File: src/rtl/mc_control_fsm_pkg.sv
`default_nettype none
// +------------------------------------------------------------------+
// | mc_ctrl_pkg : states, decode constants and control encodings      |
// | Rev 1.0                                                           |
// +------------------------------------------------------------------+
package mc_ctrl_pkg;

  typedef enum logic [3:0] {
    S_FETCH    = 4'd0,
    S_DECODE   = 4'd1,
    S_MEM_ADDR = 4'd2,
    S_MEM_RD   = 4'd3,
    S_MEM_WB   = 4'd4,
    S_MEM_WR   = 4'd5,
    S_R_EXEC   = 4'd6,
    S_R_WB     = 4'd7,
    S_I_EXEC   = 4'd8,
    S_I_WB     = 4'd9,
    S_BRANCH   = 4'd10,
    S_JUMP     = 4'd11,
    S_JR       = 4'd12,
    S_TRAP     = 4'd13
  } state_e;

  typedef enum logic [2:0] {
    CLS_R, CLS_JR, CLS_LOAD, CLS_STORE, CLS_IMM, CLS_BR, CLS_JMP, CLS_ILLEGAL
  } insn_class_e;

  localparam logic [5:0] OP_SPECIAL = 6'b000000;
  localparam logic [5:0] OP_REGIMM  = 6'b000001;
  localparam logic [5:0] OP_J       = 6'b000010;
  localparam logic [5:0] OP_JAL     = 6'b000011;
  localparam logic [5:0] OP_BEQ     = 6'b000100;
  localparam logic [5:0] OP_BNE     = 6'b000101;
  localparam logic [5:0] OP_BLEZ    = 6'b000110;
  localparam logic [5:0] OP_BGTZ    = 6'b000111;
  localparam logic [5:0] OP_ADDIU   = 6'b001001;
  localparam logic [5:0] OP_SLTI    = 6'b001010;
  localparam logic [5:0] OP_SLTIU   = 6'b001011;
  localparam logic [5:0] OP_ANDI    = 6'b001100;
  localparam logic [5:0] OP_ORI     = 6'b001101;
  localparam logic [5:0] OP_XORI    = 6'b001110;
  localparam logic [5:0] OP_LUI     = 6'b001111;
  localparam logic [5:0] OP_LB      = 6'b100000;
  localparam logic [5:0] OP_LH      = 6'b100001;
  localparam logic [5:0] OP_LWL     = 6'b100010;
  localparam logic [5:0] OP_LW      = 6'b100011;
  localparam logic [5:0] OP_LBU     = 6'b100100;
  localparam logic [5:0] OP_LHU     = 6'b100101;
  localparam logic [5:0] OP_LWR     = 6'b100110;
  localparam logic [5:0] OP_SB      = 6'b101000;
  localparam logic [5:0] OP_SH      = 6'b101001;
  localparam logic [5:0] OP_SWL     = 6'b101010;
  localparam logic [5:0] OP_SW      = 6'b101011;
  localparam logic [5:0] OP_SWR     = 6'b101110;

  localparam logic [5:0] FN_SLL  = 6'b000000;
  localparam logic [5:0] FN_SRL  = 6'b000010;
  localparam logic [5:0] FN_SRA  = 6'b000011;
  localparam logic [5:0] FN_SLLV = 6'b000100;
  localparam logic [5:0] FN_SRLV = 6'b000110;
  localparam logic [5:0] FN_SRAV = 6'b000111;
  localparam logic [5:0] FN_JR   = 6'b001000;
  localparam logic [5:0] FN_JALR = 6'b001001;
  localparam logic [5:0] FN_MOVZ = 6'b001010;
  localparam logic [5:0] FN_MOVN = 6'b001011;
  localparam logic [5:0] FN_ADDU = 6'b100001;
  localparam logic [5:0] FN_SUBU = 6'b100011;
  localparam logic [5:0] FN_AND  = 6'b100100;
  localparam logic [5:0] FN_OR   = 6'b100101;
  localparam logic [5:0] FN_XOR  = 6'b100110;
  localparam logic [5:0] FN_NOR  = 6'b100111;
  localparam logic [5:0] FN_SLT  = 6'b101010;
  localparam logic [5:0] FN_SLTU = 6'b101011;

  localparam logic [4:0] RT_BLTZ = 5'b00000;
  localparam logic [4:0] RT_BGEZ = 5'b00001;

  localparam logic [1:0] ALU_OP_ADD    = 2'b00;
  localparam logic [1:0] ALU_OP_SUB    = 2'b01;
  localparam logic [1:0] ALU_OP_FUNCT  = 2'b10;
  localparam logic [1:0] ALU_OP_OPCODE = 2'b11;

  localparam logic [1:0] ALU_B_RT       = 2'b00;
  localparam logic [1:0] ALU_B_FOUR     = 2'b01;
  localparam logic [1:0] ALU_B_SIMM     = 2'b10;
  localparam logic [1:0] ALU_B_SIMM_SH2 = 2'b11;

  localparam logic [1:0] PC_SRC_ALU    = 2'b00;
  localparam logic [1:0] PC_SRC_ALUOUT = 2'b01;
  localparam logic [1:0] PC_SRC_JUMP   = 2'b10;
  localparam logic [1:0] PC_SRC_RS     = 2'b11;

  localparam logic [1:0] REG_DST_RT = 2'b00;
  localparam logic [1:0] REG_DST_RD = 2'b01;
  localparam logic [1:0] REG_DST_RA = 2'b10;

  localparam logic [1:0] WB_ALUOUT = 2'b00;
  localparam logic [1:0] WB_MDR    = 2'b01;
  localparam logic [1:0] WB_PC     = 2'b10;

  typedef struct packed {
    logic       mem_req;
    logic       mem_write;
    logic       iord;
    logic       ir_write;
    logic       pc_write;
    logic [1:0] pc_source;
    logic       alu_src_a;
    logic [1:0] alu_src_b;
    logic [1:0] alu_op;
    logic       reg_write;
    logic [1:0] reg_dst;
    logic [1:0] mem_to_reg;
    logic       insn_done;
  } ctrl_t;

endpackage
`default_nettype wire

File: src/rtl/mc_control_fsm_if.sv
`default_nettype none
// +------------------------------------------------------------------+
// | mc_control_fsm_if : IR fields / memory ack in, datapath controls  |
// | out. illegal_insn exists only with MC_CTRL_ILLEGAL_TRAP_EN.  R1.0 |
// +------------------------------------------------------------------+
interface mc_control_fsm_if;
  logic [5:0] opcode;
  logic [5:0] funct;
  logic [4:0] rt_field;
  logic       branch_cond;
  logic       mem_ready;
  logic       mem_req;
  logic       mem_write;
  logic       iord;
  logic       ir_write;
  logic       pc_write;
  logic [1:0] pc_source;
  logic       alu_src_a;
  logic [1:0] alu_src_b;
  logic [1:0] alu_op;
  logic       reg_write;
  logic [1:0] reg_dst;
  logic [1:0] mem_to_reg;
  logic       insn_done;
  logic [3:0] state;
`ifdef MC_CTRL_ILLEGAL_TRAP_EN
  logic       illegal_insn;
`endif

  modport master (
`ifdef MC_CTRL_ILLEGAL_TRAP_EN
    output illegal_insn,
`endif
    input  opcode, funct, rt_field, branch_cond, mem_ready,
    output mem_req, mem_write, iord, ir_write, pc_write, pc_source,
    output alu_src_a, alu_src_b, alu_op, reg_write, reg_dst, mem_to_reg,
    output insn_done, state
  );

  modport slave (
`ifdef MC_CTRL_ILLEGAL_TRAP_EN
    input  illegal_insn,
`endif
    output opcode, funct, rt_field, branch_cond, mem_ready,
    input  mem_req, mem_write, iord, ir_write, pc_write, pc_source,
    input  alu_src_a, alu_src_b, alu_op, reg_write, reg_dst, mem_to_reg,
    input  insn_done, state
  );
endinterface
`default_nettype wire

File: src/rtl/mc_control_fsm_insn_class.sv
`default_nettype none
// +------------------------------------------------------------------+
// | mc_insn_class : combinational opcode/funct/rt -> instruction class|
// | Rev 1.0                                                           |
// +------------------------------------------------------------------+
module mc_insn_class
  import mc_ctrl_pkg::*;
(
  input  logic [5:0]  opcode,
  input  logic [5:0]  funct,
  input  logic [4:0]  rt_field,
  output insn_class_e insn_class,
  output logic        is_link
);

  always_comb begin
    insn_class = CLS_ILLEGAL;
    is_link    = 1'b0;
    case (opcode)
      OP_SPECIAL: begin
        case (funct)
          FN_ADDU, FN_SUBU, FN_AND, FN_OR, FN_XOR, FN_NOR, FN_SLT, FN_SLTU,
          FN_SLL, FN_SRL, FN_SRA, FN_SLLV, FN_SRLV, FN_SRAV, FN_MOVN, FN_MOVZ:
            insn_class = CLS_R;
          FN_JR:   insn_class = CLS_JR;
          FN_JALR: begin
            insn_class = CLS_JR;
            is_link    = 1'b1;
          end
          default: insn_class = CLS_ILLEGAL;
        endcase
      end
      OP_REGIMM: begin
        if (rt_field == RT_BLTZ || rt_field == RT_BGEZ) insn_class = CLS_BR;
      end
      OP_LW, OP_LB, OP_LBU, OP_LH, OP_LHU, OP_LWL, OP_LWR:
        insn_class = CLS_LOAD;
      OP_SW, OP_SB, OP_SH, OP_SWL, OP_SWR:
        insn_class = CLS_STORE;
      OP_ADDIU, OP_ANDI, OP_ORI, OP_XORI, OP_SLTI, OP_SLTIU, OP_LUI:
        insn_class = CLS_IMM;
      OP_BEQ, OP_BNE, OP_BLEZ, OP_BGTZ:
        insn_class = CLS_BR;
      OP_J:    insn_class = CLS_JMP;
      OP_JAL: begin
        insn_class = CLS_JMP;
        is_link    = 1'b1;
      end
      default: insn_class = CLS_ILLEGAL;
    endcase
  end

endmodule
`default_nettype wire

File: src/rtl/mc_control_fsm.sv
`default_nettype none
// +------------------------------------------------------------------+
// | mc_control_fsm : multi-cycle MIPS control sequencer. Optional     |
// | illegal-instruction trap via MC_CTRL_ILLEGAL_TRAP_EN.  Rev 1.0    |
// +------------------------------------------------------------------+
module mc_control_fsm
  import mc_ctrl_pkg::*;
(
  input  logic                 clk,
  input  logic                 rst,
  mc_control_fsm_if.master     bus
);

  insn_class_e insn_class;
  logic        is_link;
  state_e      state_q;
  state_e      state_d;
  ctrl_t       ctl;

  mc_insn_class u_insn_class (
    .opcode     (bus.opcode),
    .funct      (bus.funct),
    .rt_field   (bus.rt_field),
    .insn_class (insn_class),
    .is_link    (is_link)
  );

  always_ff @(posedge clk) begin
    if (rst) state_q <= S_FETCH;
    else     state_q <= state_d;
  end

  always_comb begin
    state_d = state_q;
    case (state_q)
      S_FETCH:  if (bus.mem_ready) state_d = S_DECODE;
      S_DECODE: begin
        case (insn_class)
          CLS_LOAD, CLS_STORE: state_d = S_MEM_ADDR;
          CLS_R:               state_d = S_R_EXEC;
          CLS_IMM:             state_d = S_I_EXEC;
          CLS_BR:              state_d = S_BRANCH;
          CLS_JMP:             state_d = S_JUMP;
          CLS_JR:              state_d = S_JR;
`ifdef MC_CTRL_ILLEGAL_TRAP_EN
          default:             state_d = S_TRAP;
`else
          default:             state_d = S_FETCH;
`endif
        endcase
      end
      S_MEM_ADDR: state_d = (insn_class == CLS_LOAD) ? S_MEM_RD : S_MEM_WR;
      S_MEM_RD:   if (bus.mem_ready) state_d = S_MEM_WB;
      S_MEM_WR:   if (bus.mem_ready) state_d = S_FETCH;
      S_R_EXEC:   state_d = S_R_WB;
      S_I_EXEC:   state_d = S_I_WB;
      S_MEM_WB, S_R_WB, S_I_WB, S_BRANCH, S_JUMP, S_JR:
        state_d = S_FETCH;
`ifdef MC_CTRL_ILLEGAL_TRAP_EN
      S_TRAP:     state_d = S_TRAP;
`endif
      default:    state_d = S_FETCH;
    endcase
  end

  // Reset overrides every control so an in-flight access is abandoned at once.
  always_comb begin
    ctl = '0;
    case (state_q)
      S_FETCH: begin
        ctl.mem_req   = 1'b1;
        ctl.alu_src_b = ALU_B_FOUR;
        ctl.alu_op    = ALU_OP_ADD;
        ctl.pc_source = PC_SRC_ALU;
        ctl.ir_write  = bus.mem_ready;
        ctl.pc_write  = bus.mem_ready;
      end
      S_DECODE: begin
        ctl.alu_src_b = ALU_B_SIMM_SH2;
`ifndef MC_CTRL_ILLEGAL_TRAP_EN
        ctl.insn_done = (insn_class == CLS_ILLEGAL);
`endif
      end
      S_MEM_ADDR: begin
        ctl.alu_src_a = 1'b1;
        ctl.alu_src_b = ALU_B_SIMM;
      end
      S_MEM_RD: begin
        ctl.mem_req = 1'b1;
        ctl.iord    = 1'b1;
      end
      S_MEM_WR: begin
        ctl.mem_req   = 1'b1;
        ctl.iord      = 1'b1;
        ctl.mem_write = 1'b1;
        ctl.insn_done = bus.mem_ready;
      end
      S_MEM_WB: begin
        ctl.reg_write  = 1'b1;
        ctl.reg_dst    = REG_DST_RT;
        ctl.mem_to_reg = WB_MDR;
        ctl.insn_done  = 1'b1;
      end
      S_R_EXEC: begin
        ctl.alu_src_a = 1'b1;
        ctl.alu_src_b = ALU_B_RT;
        ctl.alu_op    = ALU_OP_FUNCT;
      end
      S_R_WB: begin
        ctl.reg_write  = 1'b1;
        ctl.reg_dst    = REG_DST_RD;
        ctl.mem_to_reg = WB_ALUOUT;
        ctl.insn_done  = 1'b1;
      end
      S_I_EXEC: begin
        ctl.alu_src_a = 1'b1;
        ctl.alu_src_b = ALU_B_SIMM;
        ctl.alu_op    = ALU_OP_OPCODE;
      end
      S_I_WB: begin
        ctl.reg_write  = 1'b1;
        ctl.reg_dst    = REG_DST_RT;
        ctl.mem_to_reg = WB_ALUOUT;
        ctl.insn_done  = 1'b1;
      end
      S_BRANCH: begin
        ctl.alu_src_a = 1'b1;
        ctl.alu_src_b = ALU_B_RT;
        ctl.alu_op    = ALU_OP_SUB;
        ctl.pc_source = PC_SRC_ALUOUT;
        ctl.pc_write  = bus.branch_cond;
        ctl.insn_done = 1'b1;
      end
      S_JUMP: begin
        ctl.pc_write   = 1'b1;
        ctl.pc_source  = PC_SRC_JUMP;
        ctl.reg_write  = is_link;
        ctl.reg_dst    = is_link ? REG_DST_RA : REG_DST_RT;
        ctl.mem_to_reg = is_link ? WB_PC : WB_ALUOUT;
        ctl.insn_done  = 1'b1;
      end
      S_JR: begin
        ctl.pc_write   = 1'b1;
        ctl.pc_source  = PC_SRC_RS;
        ctl.reg_write  = is_link;
        ctl.reg_dst    = is_link ? REG_DST_RD : REG_DST_RT;
        ctl.mem_to_reg = is_link ? WB_PC : WB_ALUOUT;
        ctl.insn_done  = 1'b1;
      end
      default: ctl = '0;
    endcase
    if (rst) ctl = '0;
  end

  assign bus.mem_req    = ctl.mem_req;
  assign bus.mem_write  = ctl.mem_write;
  assign bus.iord       = ctl.iord;
  assign bus.ir_write   = ctl.ir_write;
  assign bus.pc_write   = ctl.pc_write;
  assign bus.pc_source  = ctl.pc_source;
  assign bus.alu_src_a  = ctl.alu_src_a;
  assign bus.alu_src_b  = ctl.alu_src_b;
  assign bus.alu_op     = ctl.alu_op;
  assign bus.reg_write  = ctl.reg_write;
  assign bus.reg_dst    = ctl.reg_dst;
  assign bus.mem_to_reg = ctl.mem_to_reg;
  assign bus.insn_done  = ctl.insn_done;
  assign bus.state      = rst ? 4'd0 : state_q;
`ifdef MC_CTRL_ILLEGAL_TRAP_EN
  assign bus.illegal_insn = !rst && (state_q == S_TRAP);
`endif

endmodule
`default_nettype wire

File: src/flat_wrapper.sv
// flat-port wrapper written by rule: the top's interface ports become plain ports
module mc_control_fsm_flat import mc_ctrl_pkg::*;
  (clk, rst, bus_opcode, bus_funct, bus_rt_field, bus_branch_cond, bus_mem_ready, bus_mem_req, bus_mem_write, bus_iord, bus_ir_write, bus_pc_write, bus_pc_source, bus_alu_src_a, bus_alu_src_b, bus_alu_op, bus_reg_write, bus_reg_dst, bus_mem_to_reg, bus_insn_done, bus_state);
  mc_control_fsm_if bus_i ();
  input  logic clk;
  input  logic rst;
  input wire logic [$bits(bus_i.opcode)-1:0] bus_opcode;
  input wire logic [$bits(bus_i.funct)-1:0] bus_funct;
  input wire logic [$bits(bus_i.rt_field)-1:0] bus_rt_field;
  input wire logic [$bits(bus_i.branch_cond)-1:0] bus_branch_cond;
  input wire logic [$bits(bus_i.mem_ready)-1:0] bus_mem_ready;
  output wire logic [$bits(bus_i.mem_req)-1:0] bus_mem_req;
  output wire logic [$bits(bus_i.mem_write)-1:0] bus_mem_write;
  output wire logic [$bits(bus_i.iord)-1:0] bus_iord;
  output wire logic [$bits(bus_i.ir_write)-1:0] bus_ir_write;
  output wire logic [$bits(bus_i.pc_write)-1:0] bus_pc_write;
  output wire logic [$bits(bus_i.pc_source)-1:0] bus_pc_source;
  output wire logic [$bits(bus_i.alu_src_a)-1:0] bus_alu_src_a;
  output wire logic [$bits(bus_i.alu_src_b)-1:0] bus_alu_src_b;
  output wire logic [$bits(bus_i.alu_op)-1:0] bus_alu_op;
  output wire logic [$bits(bus_i.reg_write)-1:0] bus_reg_write;
  output wire logic [$bits(bus_i.reg_dst)-1:0] bus_reg_dst;
  output wire logic [$bits(bus_i.mem_to_reg)-1:0] bus_mem_to_reg;
  output wire logic [$bits(bus_i.insn_done)-1:0] bus_insn_done;
  output wire logic [$bits(bus_i.state)-1:0] bus_state;
  assign bus_i.opcode = bus_opcode;
  assign bus_i.funct = bus_funct;
  assign bus_i.rt_field = bus_rt_field;
  assign bus_i.branch_cond = bus_branch_cond;
  assign bus_i.mem_ready = bus_mem_ready;
  assign bus_mem_req = bus_i.mem_req;
  assign bus_mem_write = bus_i.mem_write;
  assign bus_iord = bus_i.iord;
  assign bus_ir_write = bus_i.ir_write;
  assign bus_pc_write = bus_i.pc_write;
  assign bus_pc_source = bus_i.pc_source;
  assign bus_alu_src_a = bus_i.alu_src_a;
  assign bus_alu_src_b = bus_i.alu_src_b;
  assign bus_alu_op = bus_i.alu_op;
  assign bus_reg_write = bus_i.reg_write;
  assign bus_reg_dst = bus_i.reg_dst;
  assign bus_mem_to_reg = bus_i.mem_to_reg;
  assign bus_insn_done = bus_i.insn_done;
  assign bus_state = bus_i.state;
  mc_control_fsm u_core (.clk(clk), .rst(rst), .bus(bus_i));
endmodule
File: config.mk
export PLATFORM = sky130hd
export DESIGN_NAME = mc_control_fsm_flat
export DESIGN_NICKNAME = d
export VERILOG_FILES = /design/src/rtl/mc_control_fsm_pkg.sv /design/src/rtl/mc_control_fsm_if.sv /design/src/rtl/mc_control_fsm_insn_class.sv /design/src/rtl/mc_control_fsm.sv /design/src/flat_wrapper.sv
export SDC_FILE = /design/constraint.sdc
export NUM_CORES = 1
export LEC_CHECK = 0
export CORE_MARGIN = 5
export CORE_UTILIZATION = 37
export CTS_CLUSTER_DIAMETER = 60
export DETAILED_ROUTE_END_ITERATION = 7
export MAX_ROUTING_LAYER = met4
export PLACE_DENSITY_LB_ADDON = 0.05
export REMOVE_ABC_BUFFERS = 1
export SLEW_MARGIN = 20
export SYNTH_ARGS = -nofsm -noshare
export SYNTH_HDL_FRONTEND = slang
export SYNTH_HIERARCHICAL = 1
export SYNTH_SLANG_ARGS = --single-unit
export TNS_END_PERCENT = 10
File: constraint.sdc
create_clock -name clk -period 2.91 [get_ports clk]
set_clock_uncertainty 0.05 [all_clocks]
set_input_delay 0.582 -clock clk [delete_from_list [all_inputs] [get_ports clk]]
set_output_delay 0.582 -clock clk [all_outputs]
set_load 0.02 [all_outputs]
==> metrics <==
Primary FF master, synth=dfxtp_1; GRT Total Usage=19.7%; CTS Sinks=4; total power=0.417 mW; worst r2r src=u_core/state_q[0]; synthesized instance count=142; die area=3500 um^2; Avg Cell Area, Syn=6.30 um^2; crit path time final=3040 ps; Seq cells post-synth=4; vias in the first global route=1246; Starting Density=39.7%; Antenna diodes=0; Skew-Pair Late Insertion Delay=230 ps; Die Y=59.2 um; Synth area leader=dfxtp_1; H-tree depth=1; die width=59.2 um; Initial DRC Count=29; pin count of the biggest net entering global routing=25; worst setup margin=-126 ps; worst hold start=u_core/state_q[2]; core region area=2250 um^2; crit path DAT=2400 ps; worst hold path class=flip-flop to flip-flop; Pleak=0.658 nW; DP HPWL=2420 um; Setup Slack @ Placement=-991 ps; CTS root buffer=clkbuf_4; crit-path max FO=2; CTS buffer count=3; most flop-heavy register=u_core/state_q; Seq/Total Area, Yosys=8.95%; Power Density=270 nW/um^2; synth unique cells=49; first-pass GRT wire length=5440 um; DRC Markers=0; antenna violations before repair=0; WL final=3300 um; Worst setup SP type=primary input; Final Setup Violations=1; Final period util=104%; layout cell share with drive strength beyond 1=29.7%; clock-pin slew of the registers on the worst-case setup and hold paths=30 ps; worst setup path start=bus_opcode[2]; Max Fclk=329 MHz; run status=finished, violations left; max reg flops=4; utilization after layout=68.5%; Least-Margin Pin Slew=400 ps; fill cell count=216; via count=1306; number of max-cap violations=0; site row count=17; leading cell type in the layout, fill and taps excluded=buf_4; TritonCTS clock tree=yes; RSZ-0062 raised after global routing=yes; commonest non-fill, non-tap cells in the layout=buf_4, clkdlybuf4s50_1, nor2_1, nand2_1, nor3_1; registers with the most flip-flops=u_core/state_q (4); GRT overflow=0; Crit path required time=2280 ps; Area growth syn-to-layout=72.7%; final hold viol count=0; WS Path Type=primary input to output port; drt via density=5.68; Synth Cell Area=895 um^2; share of the synthesized area in the top cell type=8.95%; ranking of synthesized cells by area=dfxtp_1, nor2_1, a21oi_1; yosys warns=6; PortBufs=41; post-route ant nets=0; DR pass1 iterations=4; max-slew violations=0; crit end category=output port; number of flops mapped to enable cells by yosys=0; drt wl/cell=14.3 um; routability cong.=0.860; Max-Slew Margin vs Limit=72.6%; io pins=43; failing checks=setup timing; Final nets=225; Async SR Flop Fraction=0%; clock buffer depth=2; peak supply drop=0.233 mV
-- worst max-delay path, cell delays in order --
cell,delay (ps)
buf_6,90
or4_4,530
a2111o_1,380
o211ai_2,160
or2_1,140
a41o_1,180
nand2_1,60
a21oi_2,140
buf_6,130
-- cell usage after synthesis, types with 2 or more instances --
master	count
a21oi_1	9
clkbuf_1	4
nand2b_1	4
nand3_1	4
a211oi_1	2
nor3_1	8
o21ai_0	4
and2b_1	3
o211ai_1	3
inv_1	6
nor2b_1	4
o22ai_1	3
nor2_1	20
nand2_1	12
a2111oi_0	2
or3_1	2
a2111o_1	2
nor3b_1	3
nor4_1	5
a21o_1	2
dfxtp_1	4
buf_2	5
nor4b_1	3
and3_1	2
buf_4	2
-- cell families (layout without fill, tap and decap cells) --
logic type / Yosys count / count (layout) / synth area share [%]
AOI/OAI and AO/OA: 41 / 41 / 33.1
xor gates and xnor gates: 2 / 2 / 1.96
buffers and inverters: 19 / 79 / 10.3
DFF: 4 / 4 / 8.95
and+or+nand+nor: 76 / 76 / 45.6
-- final cells by class --
type / instances / area (um^2) / area share (%)
inverter: 7 / 26.3 / 1.70
tap: 28 / 35.0 / 2.27
multi-input combinational: 119 / 781 / 50.5
clock buffer: 3 / 22.5 / 1.46
timing repair buffer: 69 / 598 / 38.7
sequential: 4 / 82.6 / 5.34
-- routing by layer --
layer | track usage [%] | up-vias | share of wire [%]
li1 | - | 647 | -
met3 | 1.53 | 2 | 5.6
met2 | 30.4 | 50 | 48
met5 | - | - | 0
met1 | 27.3 | 607 | 46
met4 | 5.18 | 0 | 0.30
-- worst paths after layout --
kind / cells after the start / slack (ps) / to
setup / recovery: 9 / -130 / bus_insn_done
hold / removal: 2 / 650 / u_core/state_q[2]
setup reg to reg: 5 / 1340 / u_core/state_q[0]
hold reg to reg: 2 / 650 / u_core/state_q[2]
-- per-stage QoR --
stage | cell area, um^2 | hold slack, ps | cells | setup TNS [ps]
after floorplan | 828 | 646 | 130 | -167
after global placement | 1450 | 646 | 223 | -4010
after detailed placement | 1450 | 667 | 223 | -4360
after CTS | 1510 | 674 | 229 | -152
after global routing | 1550 | 683 | 230 | -421
final | 1550 | 647 | 230 | -126
-- power breakdown --
part	switching, mW	internal, mW	total (mW)
combinational	0.142	0.130	0.272
sequential	0.0156	0.0613	0.0769
clock	0.0219	0.0461	0.0680
total	0.179	0.237	0.417
-- what timing repair did --
item | CTS | global route
hold buffers | 0 | 0
pin swaps | 15 | 8
gates resized for setup | 52 | 20
setup buffers | 3 | 1
endpoints found under the setup margin | 6 | 11
(Power assumes the default switching activity.)
